===== src/rtl/reflex_pkg.sv =====
// Shared types and constants for the reflex tester core.
package reflex_pkg;

    // Control states of the trial sequencer.
    typedef enum logic [2:0] {
        IDLE    = 3'd0,
        WAIT    = 3'd1,
        MEASURE = 3'd2,
        DONE    = 3'd3,
        EARLY   = 3'd4
    } state_t;

    // 12-bit Fibonacci LFSR, x^12 + x^6 + x^4 + x + 1 (taps at bits 11, 5, 3, 0).
    localparam int          LFSR_W    = 12;
    localparam logic [11:0] LFSR_TAPS = 12'h829;
    localparam logic [11:0] LFSR_SEED = 12'h001;

    // Saturation value of the 4-digit BCD result and the digit shown after a false start.
    localparam logic [15:0] BCD_MAX     = 16'h9999;
    localparam logic [3:0]  EARLY_DIGIT = 4'hE;

    // Next LFSR value: shift left and feed back the XOR of the tapped bits.
    function automatic logic [LFSR_W-1:0] lfsr_next(input logic [LFSR_W-1:0] v);
        return {v[LFSR_W-2:0], ^(v & LFSR_TAPS)};
    endfunction

endpackage


===== src/rtl/bcd_counter4.sv =====
// Four-digit BCD up-counter with synchronous clear that holds at 9999.
module bcd_counter4
    import reflex_pkg::*;
(
    input  logic        ck,
    input  logic        rst_n,
    input  logic        clr,
    input  logic        inc,
    output logic [15:0] bcd,
    output logic        sat
);

    logic [15:0] bcd_plus1;
    logic        carry;

    assign sat = (bcd == BCD_MAX);

    // Ripple a +1 through the digits: a 9 rolls to 0 and passes the carry on.
    always_comb begin
        bcd_plus1 = bcd;
        carry     = 1'b1;
        for (int i = 0; i < 4; i++) begin
            if (carry) begin
                if (bcd[i*4 +: 4] == 4'd9) begin
                    bcd_plus1[i*4 +: 4] = 4'd0;
                end else begin
                    bcd_plus1[i*4 +: 4] = bcd[i*4 +: 4] + 4'd1;
                    carry               = 1'b0;
                end
            end
        end
    end

    // Counter register: clear wins over increment, increment is ignored once saturated.
    always_ff @(posedge ck or negedge rst_n) begin
        if (!rst_n) begin
            bcd <= 16'h0000;
        end else if (clr) begin
            bcd <= 16'h0000;
        end else if (inc && !sat) begin
            bcd <= bcd_plus1;
        end
    end

endmodule


===== src/rtl/reflex_timer.sv =====
// Reflex tester core: random stimulus delay, millisecond BCD reaction timing, best-score tracking.
module reflex_timer
    import reflex_pkg::*;
#(
    parameter logic [26:0] TICK_MAX     = 27'd99_999,
    parameter logic [13:0] DELAY_MIN_MS = 14'd1000
) (
    input  logic        ck,
    input  logic        rst_n,
    input  logic        start,
    input  logic        stop,
    output logic        led,
    output logic [3:0]  seg0,
    output logic [3:0]  seg1,
    output logic [3:0]  seg2,
    output logic [3:0]  seg3,
    output logic [3:0]  seg4,
    output logic [3:0]  seg5,
    output logic [3:0]  seg6,
    output logic [3:0]  seg7,
    output logic [2:0]  state_dbg,
    output logic [11:0] lfsr_dbg
);

    logic              start_meta, start_sync, start_prev, start_p;
    logic              stop_meta, stop_sync, stop_prev, stop_p;
    logic [LFSR_W-1:0] lfsr;
    logic [26:0]       tick_cnt;
    logic              tick;
    logic [13:0]       countdown;
    logic [13:0]       delay_load;
    state_t            state;
    logic              timeout;
    logic              done_first;
    logic [15:0]       best;
    logic              cnt_clr, cnt_inc, cnt_sat;
    logic [15:0]       cnt_bcd;
    logic              show_early;

    // Two-flop synchronizers plus a registered rising-edge pulse for each button.
    always_ff @(posedge ck or negedge rst_n) begin
        if (!rst_n) begin
            start_meta <= 1'b0;
            start_sync <= 1'b0;
            start_prev <= 1'b0;
            start_p    <= 1'b0;
            stop_meta  <= 1'b0;
            stop_sync  <= 1'b0;
            stop_prev  <= 1'b0;
            stop_p     <= 1'b0;
        end else begin
            start_meta <= start;
            start_sync <= start_meta;
            start_prev <= start_sync;
            start_p    <= start_sync & ~start_prev;
            stop_meta  <= stop;
            stop_sync  <= stop_meta;
            stop_prev  <= stop_sync;
            stop_p     <= stop_sync & ~stop_prev;
        end
    end

    // Free-running LFSR; the seed is non-zero so the sequence never locks up.
    always_ff @(posedge ck or negedge rst_n) begin
        if (!rst_n) begin
            lfsr <= LFSR_SEED;
        end else begin
            lfsr <= lfsr_next(lfsr);
        end
    end

    assign tick       = (tick_cnt == TICK_MAX);
    assign delay_load = DELAY_MIN_MS + {3'b000, lfsr[10:0]};

    // Counter strobes: clear on the final WAIT tick (unless stop wins), count on MEASURE ticks.
    always_comb begin
        cnt_clr = 1'b0;
        cnt_inc = 1'b0;
        if (state == WAIT && !stop_p && tick && countdown == 14'd1) begin
            cnt_clr = 1'b1;
        end
        if (state == MEASURE && tick) begin
            cnt_inc = 1'b1;
        end
    end

    bcd_counter4 u_cnt (
        .ck    (ck),
        .rst_n (rst_n),
        .clr   (cnt_clr),
        .inc   (cnt_inc),
        .bcd   (cnt_bcd),
        .sat   (cnt_sat)
    );

    // Trial sequencer; also owns the ms tick counter, which restarts on every state entry.
    always_ff @(posedge ck or negedge rst_n) begin
        if (!rst_n) begin
            state      <= IDLE;
            tick_cnt   <= 27'd0;
            countdown  <= 14'd0;
            led        <= 1'b0;
            timeout    <= 1'b0;
            done_first <= 1'b0;
            best       <= BCD_MAX;
        end else begin
            tick_cnt   <= tick ? 27'd0 : tick_cnt + 27'd1;
            done_first <= 1'b0;
            case (state)
                IDLE: begin
                    if (start_p) begin
                        state     <= WAIT;
                        countdown <= delay_load;
                        tick_cnt  <= 27'd0;
                    end
                end
                WAIT: begin
                    if (stop_p) begin
                        state    <= EARLY;
                        tick_cnt <= 27'd0;
                    end else if (tick) begin
                        countdown <= countdown - 14'd1;
                        if (countdown == 14'd1) begin
                            state    <= MEASURE;
                            led      <= 1'b1;
                            tick_cnt <= 27'd0;
                        end
                    end
                end
                MEASURE: begin
                    if (cnt_sat) begin
                        state      <= DONE;
                        led        <= 1'b0;
                        timeout    <= 1'b1;
                        done_first <= 1'b1;
                        tick_cnt   <= 27'd0;
                    end else if (stop_p) begin
                        state      <= DONE;
                        led        <= 1'b0;
                        timeout    <= 1'b0;
                        done_first <= 1'b1;
                        tick_cnt   <= 27'd0;
                    end
                end
                DONE: begin
                    // BCD words order the same way as the numbers they encode.
                    if (done_first && !timeout && cnt_bcd < best) begin
                        best <= cnt_bcd;
                    end
                    if (start_p) begin
                        state     <= WAIT;
                        countdown <= delay_load;
                        tick_cnt  <= 27'd0;
                    end
                end
                EARLY: begin
                    if (start_p) begin
                        state     <= WAIT;
                        countdown <= delay_load;
                        tick_cnt  <= 27'd0;
                    end
                end
                default: begin
                    state <= IDLE;
                    led   <= 1'b0;
                end
            endcase
        end
    end

    assign show_early = (state == EARLY);

    assign seg0 = show_early ? EARLY_DIGIT : cnt_bcd[3:0];
    assign seg1 = show_early ? EARLY_DIGIT : cnt_bcd[7:4];
    assign seg2 = show_early ? EARLY_DIGIT : cnt_bcd[11:8];
    assign seg3 = show_early ? EARLY_DIGIT : cnt_bcd[15:12];
    assign seg4 = best[3:0];
    assign seg5 = best[7:4];
    assign seg6 = best[11:8];
    assign seg7 = best[15:12];

    assign state_dbg = state;
    assign lfsr_dbg  = lfsr;

endmodule

===== config.mk =====
export PLATFORM = sky130hd
export DESIGN_NAME = reflex_timer
export DESIGN_NICKNAME = d
export VERILOG_FILES = /design/src/rtl/reflex_pkg.sv /design/src/rtl/bcd_counter4.sv /design/src/rtl/reflex_timer.sv
export SDC_FILE = /design/constraint.sdc
export NUM_CORES = 1
export LEC_CHECK = 0
export CAP_MARGIN = 5
export CORE_UTILIZATION = 59
export DETAILED_ROUTE_END_ITERATION = 6
export PLACE_DENSITY = 0.84
export SLEW_MARGIN = 0
export SYNTH_ARGS = -nofsm -noshare
export SYNTH_HDL_FRONTEND = slang
export SYNTH_SLANG_ARGS = --single-unit

===== constraint.sdc =====
create_clock -name ck -period 4.8 [get_ports ck]
set_input_delay 0.48 -clock ck [delete_from_list [all_inputs] [get_ports ck]]
set_output_delay 0.48 -clock ck [all_outputs]
set_load 0.05 [all_outputs]

==> flow_summary.json, run 1 <==
{
  "outcome": "complete, no violations",
  "synthMuxAreaShare_pct": 0.517,
  "drv_cap": 0,
  "cts_tree": "yes",
  "drc": 0,
  "core_area_um2": 9370,
  "vias_per_cell": 6.44,
  "fin_crit_sh_pct": 69.9,
  "cts.repair.resized": 0,
  "dpl_worst_slack_ps": 1840,
  "globalplace.congestion": 0.841,
  "path_depth": 4,
  "syn2layout_area_growth_pct": 13.7,
  "power_leakage_nw": 2.72,
  "peakVddDrop_v": 0.000181,
  "fill_cells": 744,
  "reg2reg_to": "tick_cnt[23]",
  "ys_seq_area_share_pct": 42.8,
  "layout_setup_ws_ps": 1450,
  "hold_viol_final": 0,
  "utilization_pct": 70.5,
  "final-setup-viol-count": 0,
  "die_h_um": 101,
  "clk_latency_ps": 370,
  "synth_top_family_by_area": "simple AND/OR/NAND/NOR gates",
  "reg2reg_slack_ps": 1640,
  "diodes": 0,
  "clock-sinks": 99,
  "fmax_mhz": 298,
  "vias": 5329,
  "wire_per_inst_um": 17.0,
  "dieArea_um2": 10200,
  "synth_nets": 683,
  "synthArstFlopShare_pct": 100,
  "start_util_pct": 62.0,
  "final_cells": 827,
  "cts_buffers": 9,
  "maxSlewHeadroom_pct": 22.9,
  "reg2reg_depth": 7,
  "start_kind": "register",
  "crit_start": "state_dbg[0]",
  "worstMarginPinSlew_ps": 1150,
  "routed_wl_um": 14100,
  "mostFrequentLayoutCells": "90 x dfrtp_1, 67 x nor2_1, 53 x nand2_1",
  "cp.arrival_ps": 2870,
  "critPathTopFamily": "simple AND/OR/NAND/NOR gates",
  "ys.flop_type": "dfrtp_1",
  "fin_nets": 724,
  "final_common_cell": "dfrtp_1",
  "path_max_fanout": 16,
  "synth-compound-area-share_pct": 14.7,
  "cp_cell_sequence": "nor2_1, and2_1, or2_2, clkdlybuf4s50_1",
  "drive_gt1_share_pct": 6.88,
  "die_x_um": 101,
  "hp-class": "in -> async",
  "first_pass_iters": 6,
  "worst-path-buf-inv": 1,
  "slowest_delay_ps": 800,
  "end_kind": "primary output",
  "dpl_cell_area_um2": 6410,
  "synth_xor_area_share_pct": 4.82,
  "synth_fa_ha_area_share_pct": 5.82,
  "cts.path.max_buffers": 2,
  "antenna_found_initial": 0,
  "finClkSkew_ps": 11.3,
  "fin_crit_ps": 3350,
  "dpl.cell_count": 811,
  "fin_setup_tns_ps": 0,
  "drtIter0Drc": 295,
  "drv_slew": 0,
  "post_cts_buffers": 0,
  "synth-simple-area-share_pct": 27.6,
  "port_buffers": 51,
  "grtUsageTotal_pct": 29.6,
  "synthCells": 652,
  "rsz0062_at_grt": "no",
  "cp-endpoint": "seg0[1]",
  "synth-warning-count": 0,
  "pin_count": 52,
  "grt_pass1_vias": 5170,
  "cts_root_buffer": "clkbuf_8",
  "syn_area_um2": 5810,
  "hpwl_um": 9770,
  "multiInputGateArea_um2": 3100,
  "cts.clk_slew.worst_paths_ps": 100,
  "synth_edf_count": 0,
  "grt_max_degree": 57,
  "r2r_start": "u_cnt.bcd[1]",
  "synth.distinct_cells": 56,
  "seqCellArea_um2": 2490,
  "grt_pass1_wl_um": 24000,
  "cp.required_ps": 4320,
  "ant_nets": 0,
  "p_per_area_nw_per_um2": 292,
  "fin_area_um2": 6610,
  "ys_ff_latch": 99,
  "cp_slowest_cell": "clkdlybuf4s50_1",
  "syn_area_per_cell_um2": 8.91,
  "cts_max_level": 3,
  "placementRows": 35,
  "grt-ovfl-total": 0,
  "crit_type": "reg -> out",
  "hold_buffers": 0
}
[power by group]
part / switching, mW / internal, mW / leakage (nW)
Combinational: 0.267 / 0.153 / 1.32
Sequential: 0.0879 / 0.897 / 1.30
Clock: 0.291 / 0.233 / 0.0960
Total: 0.646 / 1.28 / 2.72
[logic make-up after synthesis]
logic type,after synthesis
AO/OA/AOI/OAI,127
buffers and inverters,56
multiplexers,3
flip-flops,99
XOR/XNOR,32
AND/OR/NAND/NOR,308
adder cells (fa/ha/maj),27
[worst reg2reg max path, cell delays in order (launching register included)]
cell and delay [ps]:
dfrtp_1 460, inv_1 110, ha_1 190, nand3b_1 240
nor4b_1 920, o32ai_1 280, nand2_1 650, nor2_1 170
[through the flow]
| stage | hold WS (ps) | power (mW) |
|---|---|---|
| floorplan | 184 | 1.28 |
| global placement | 337 | 1.40 |
| detailed placement | 343 | 1.42 |
| CTS | 104 | 1.93 |
| global route | 141 | 2.01 |
| finish | 80.8 | 1.93 |
[registers in the layout, indices dropped and copies added, names as in the netlist, 3 cells and up]
signal	count
u_cnt.bcd	16
best	16
lfsr_dbg	12
countdown	14
tick_cnt	27
state_dbg	3
[routing by layer]
metal / up-vias / part of all wire (%) / track usage, %
met2: 241 / 49 / 50.3
met4: 0 / 2.4 / 12.0
met1: 2579 / 42 / 37.9
met3: 40 / 6.6 / 4.83
met5: - / 0 / 0
li1: 2469 / - / -
[worst min-delay path by stage]
stage,from,to,slack (ps),cells after the start
final,rst_n,u_cnt.bcd[3],80,1
after global routing,rst_n,u_cnt.bcd[3],140,1
after CTS,rst_n,u_cnt.bcd[3],100,1
after detailed placement,start_meta,start_sync,340,0
after global placement,stop_meta,stop_sync,340,0
after floorplan,rst_n,best[10],180,0
[synthesized netlist by cell type (15+ instances only)]
cell	count	area [um2]
a21oi_1	32	160
a221oi_1	16	140
clkbuf_1	25	93.8
dfrtp_1	90	2250
ha_1	27	338
inv_1	29	109
nand2_1	53	199
nand3_1	52	260
nor2_1	67	251
nor3_1	29	145
nor4_1	15	93.8
o211ai_1	18	135
o21ai_0	21	105
xnor2_1	19	166
[layout make-up]
class,count,share of cell area [%]
multi-input cells,497,47.0
flip-flops and latches,99,37.7
repair buffers,57,8.37
clock buffers,13,2.56
well taps,129,2.44
inverters,29,1.65
clock inverters,3,0.322
Note: power is estimated with default switching activity, not from simulation.
==> run 2: changes to the inputs <==
- CORE_UTILIZATION: 59 -> 58
- PLACE_DENSITY: 0.84 -> 0.83
- clock period: 4.8 -> 3.3 ns (I/O delays scaled with it)
==> flow_summary.json, run 2 (synthesis gave the netlist of run 1 again) <==
{
  "drv_cap": 0,
  "drtIter0Drc": 212,
  "drv_slew": 0,
  "vias_per_cell": 6.21,
  "final_cells": 841,
  "clk_latency_ps": 380,
  "cp.required_ps": 2970,
  "dpl_cell_area_um2": 6490,
  "hpwl_um": 9670,
  "hold_viol_final": 7,
  "final-setup-viol-count": 0,
  "power_leakage_nw": 2.78,
  "cts.clk_slew.worst_paths_ps": 90,
  "hp-class": "in -> async",
  "p_per_area_nw_per_um2": 434,
  "peakVddDrop_v": 0.000399,
  "largest-register": "tick_cnt",
  "end_kind": "primary output",
  "whs_ps": -16.1,
  "reg_top3": "tick_cnt x27, best x16, u_cnt.bcd x16",
  "fin_nets": 734,
  "die_h_um": 102,
  "cts_max_level": 3,
  "globalplace.congestion": 0.924,
  "post_cts_buffers": 0,
  "violations": "DRC, hold timing",
  "ant_nets": 0,
  "cts.repair.resized": 0,
  "drive_gt1_share_pct": 8.19,
  "cts_root_buffer": "clkbuf_8",
  "fin_crit_sh_pct": 90.2,
  "dieArea_um2": 10400,
  "grt-ovfl-total": 0,
  "pin_count": 52,
  "cp_slowest_cell": "clkdlybuf4s50_1",
  "fmax_mhz": 336,
  "fin_setup_tns_ps": 0,
  "wire_per_inst_um": 16.7,
  "clock-sinks": 99,
  "cp_cell_sequence": "nor2_1, and2_2, or2_2, clkdlybuf4s50_1",
  "drc": 1,
  "final_common_cell": "dfrtp_1",
  "fin_crit_ps": 2980,
  "crit_type": "reg -> out",
  "port_buffers": 51,
  "outcome": "finished, violations left",
  "vias": 5219,
  "routed_wl_um": 14000,
  "hold_buffers": 0,
  "syn2layout_area_growth_pct": 15.5,
  "largest_reg_flops": 27,
  "core_area_um2": 9730,
  "diodes": 0,
  "mostFrequentLayoutCells": "90 x dfrtp_1, 67 x nor2_1, 53 x nand2_1",
  "path_max_fanout": 16,
  "worstMarginPinSlew_ps": 910,
  "grtUsageTotal_pct": 29.4,
  "first_pass_iters": 7,
  "grt_pass1_wl_um": 23900,
  "placementRows": 36,
  "p_total_mw": 2.91,
  "critPathTopFamily": "simple AND/OR/NAND/NOR gates",
  "start_util_pct": 59.7,
  "start_kind": "register",
  "die_x_um": 102,
  "finClkSkew_ps": 11.5,
  "grt_max_degree": 57,
  "fin_area_um2": 6710,
  "fill_cells": 807,
  "worst-path-buf-inv": 1,
  "antenna_found_initial": 0,
  "grt_pass1_vias": 4985,
  "cts.path.max_buffers": 2,
  "maxSlewHeadroom_pct": 39.4,
  "cp.arrival_ps": 2650,
  "rsz0062_at_grt": "no",
  "dpl.cell_count": 824,
  "slowest_delay_ps": 800,
  "cts_tree": "yes",
  "cts_buffers": 9
}
## run 2: cell count changes in the layout (fill, tap and decap cells not counted), sizes merged
cell,before,now
inv,30,29
clkinv,1,2
buf,7,17
clkbuf,13,11
bufinv,0,2
## run 2: final timing paths
kind | end | depth (start not counted) | startpoint | slack [ps]
worst max-delay path | seg0[2] | 4 | state_dbg[0] | 320
worst min register to register | stop_sync | 0 | stop_meta | 360
min in group ck | stop_sync | 0 | stop_meta | 360
max in group asynchronous | countdown[11] | 2 | rst_n | 2520
worst min-delay path | best[5] | 1 | rst_n | -20
worst max register to register | u_cnt.bcd[2] | 6 | tick_cnt[0] | 570
## run 2: through the flow
stage / setup WS (ps) / hold slack (ps) / util, %
after floorplan: 539 / 34.4 / -
after global placement: 634 / 341 / 66.7
after detailed placement: 537 / 341 / 66.7
after CTS: 119 / 32.2 / 68.8
after global routing: 194 / 70.0 / 69.0
final: 325 / -16.1 / 69.0
## run 2: report_power, final
part	internal [mW]	total (mW)	switching, mW
Clock	0.425	0.845	0.420
Combinational	0.233	0.636	0.402
Sequential	1.30	1.43	0.126
## run 2: metal layers
metal / global-route usage [%] / share of wire, % / wire (um) / up-vias
met5: 0 / 0 / 0 / -
met4: 13.6 / 2.0 / 286 / 0
met3: 4.45 / 5.6 / 789 / 25
met2: 49.5 / 50 / 7070 / 196
met1: 37.4 / 42 / 5880 / 2519
li1: - / - / - / 2479
## run 2: area by class of cell
type / instances / area (um2) / area share (%)
clock inverter: 5 / 77.6 / 1.16
sequential: 99 / 2490 / 37.1
clock buffer: 11 / 131 / 1.96
multi-input combinational: 497 / 3100 / 46.3
inverter: 29 / 109 / 1.62
tap: 133 / 166 / 2.48
timing repair buffer: 67 / 632 / 9.42
==> run 3: changes to the inputs <==
- SETUP_SLACK_MARGIN: not set -> 0.1
==> results of run 3 <==
The final DEF is identical to that of run 2; final timing and power are the same.
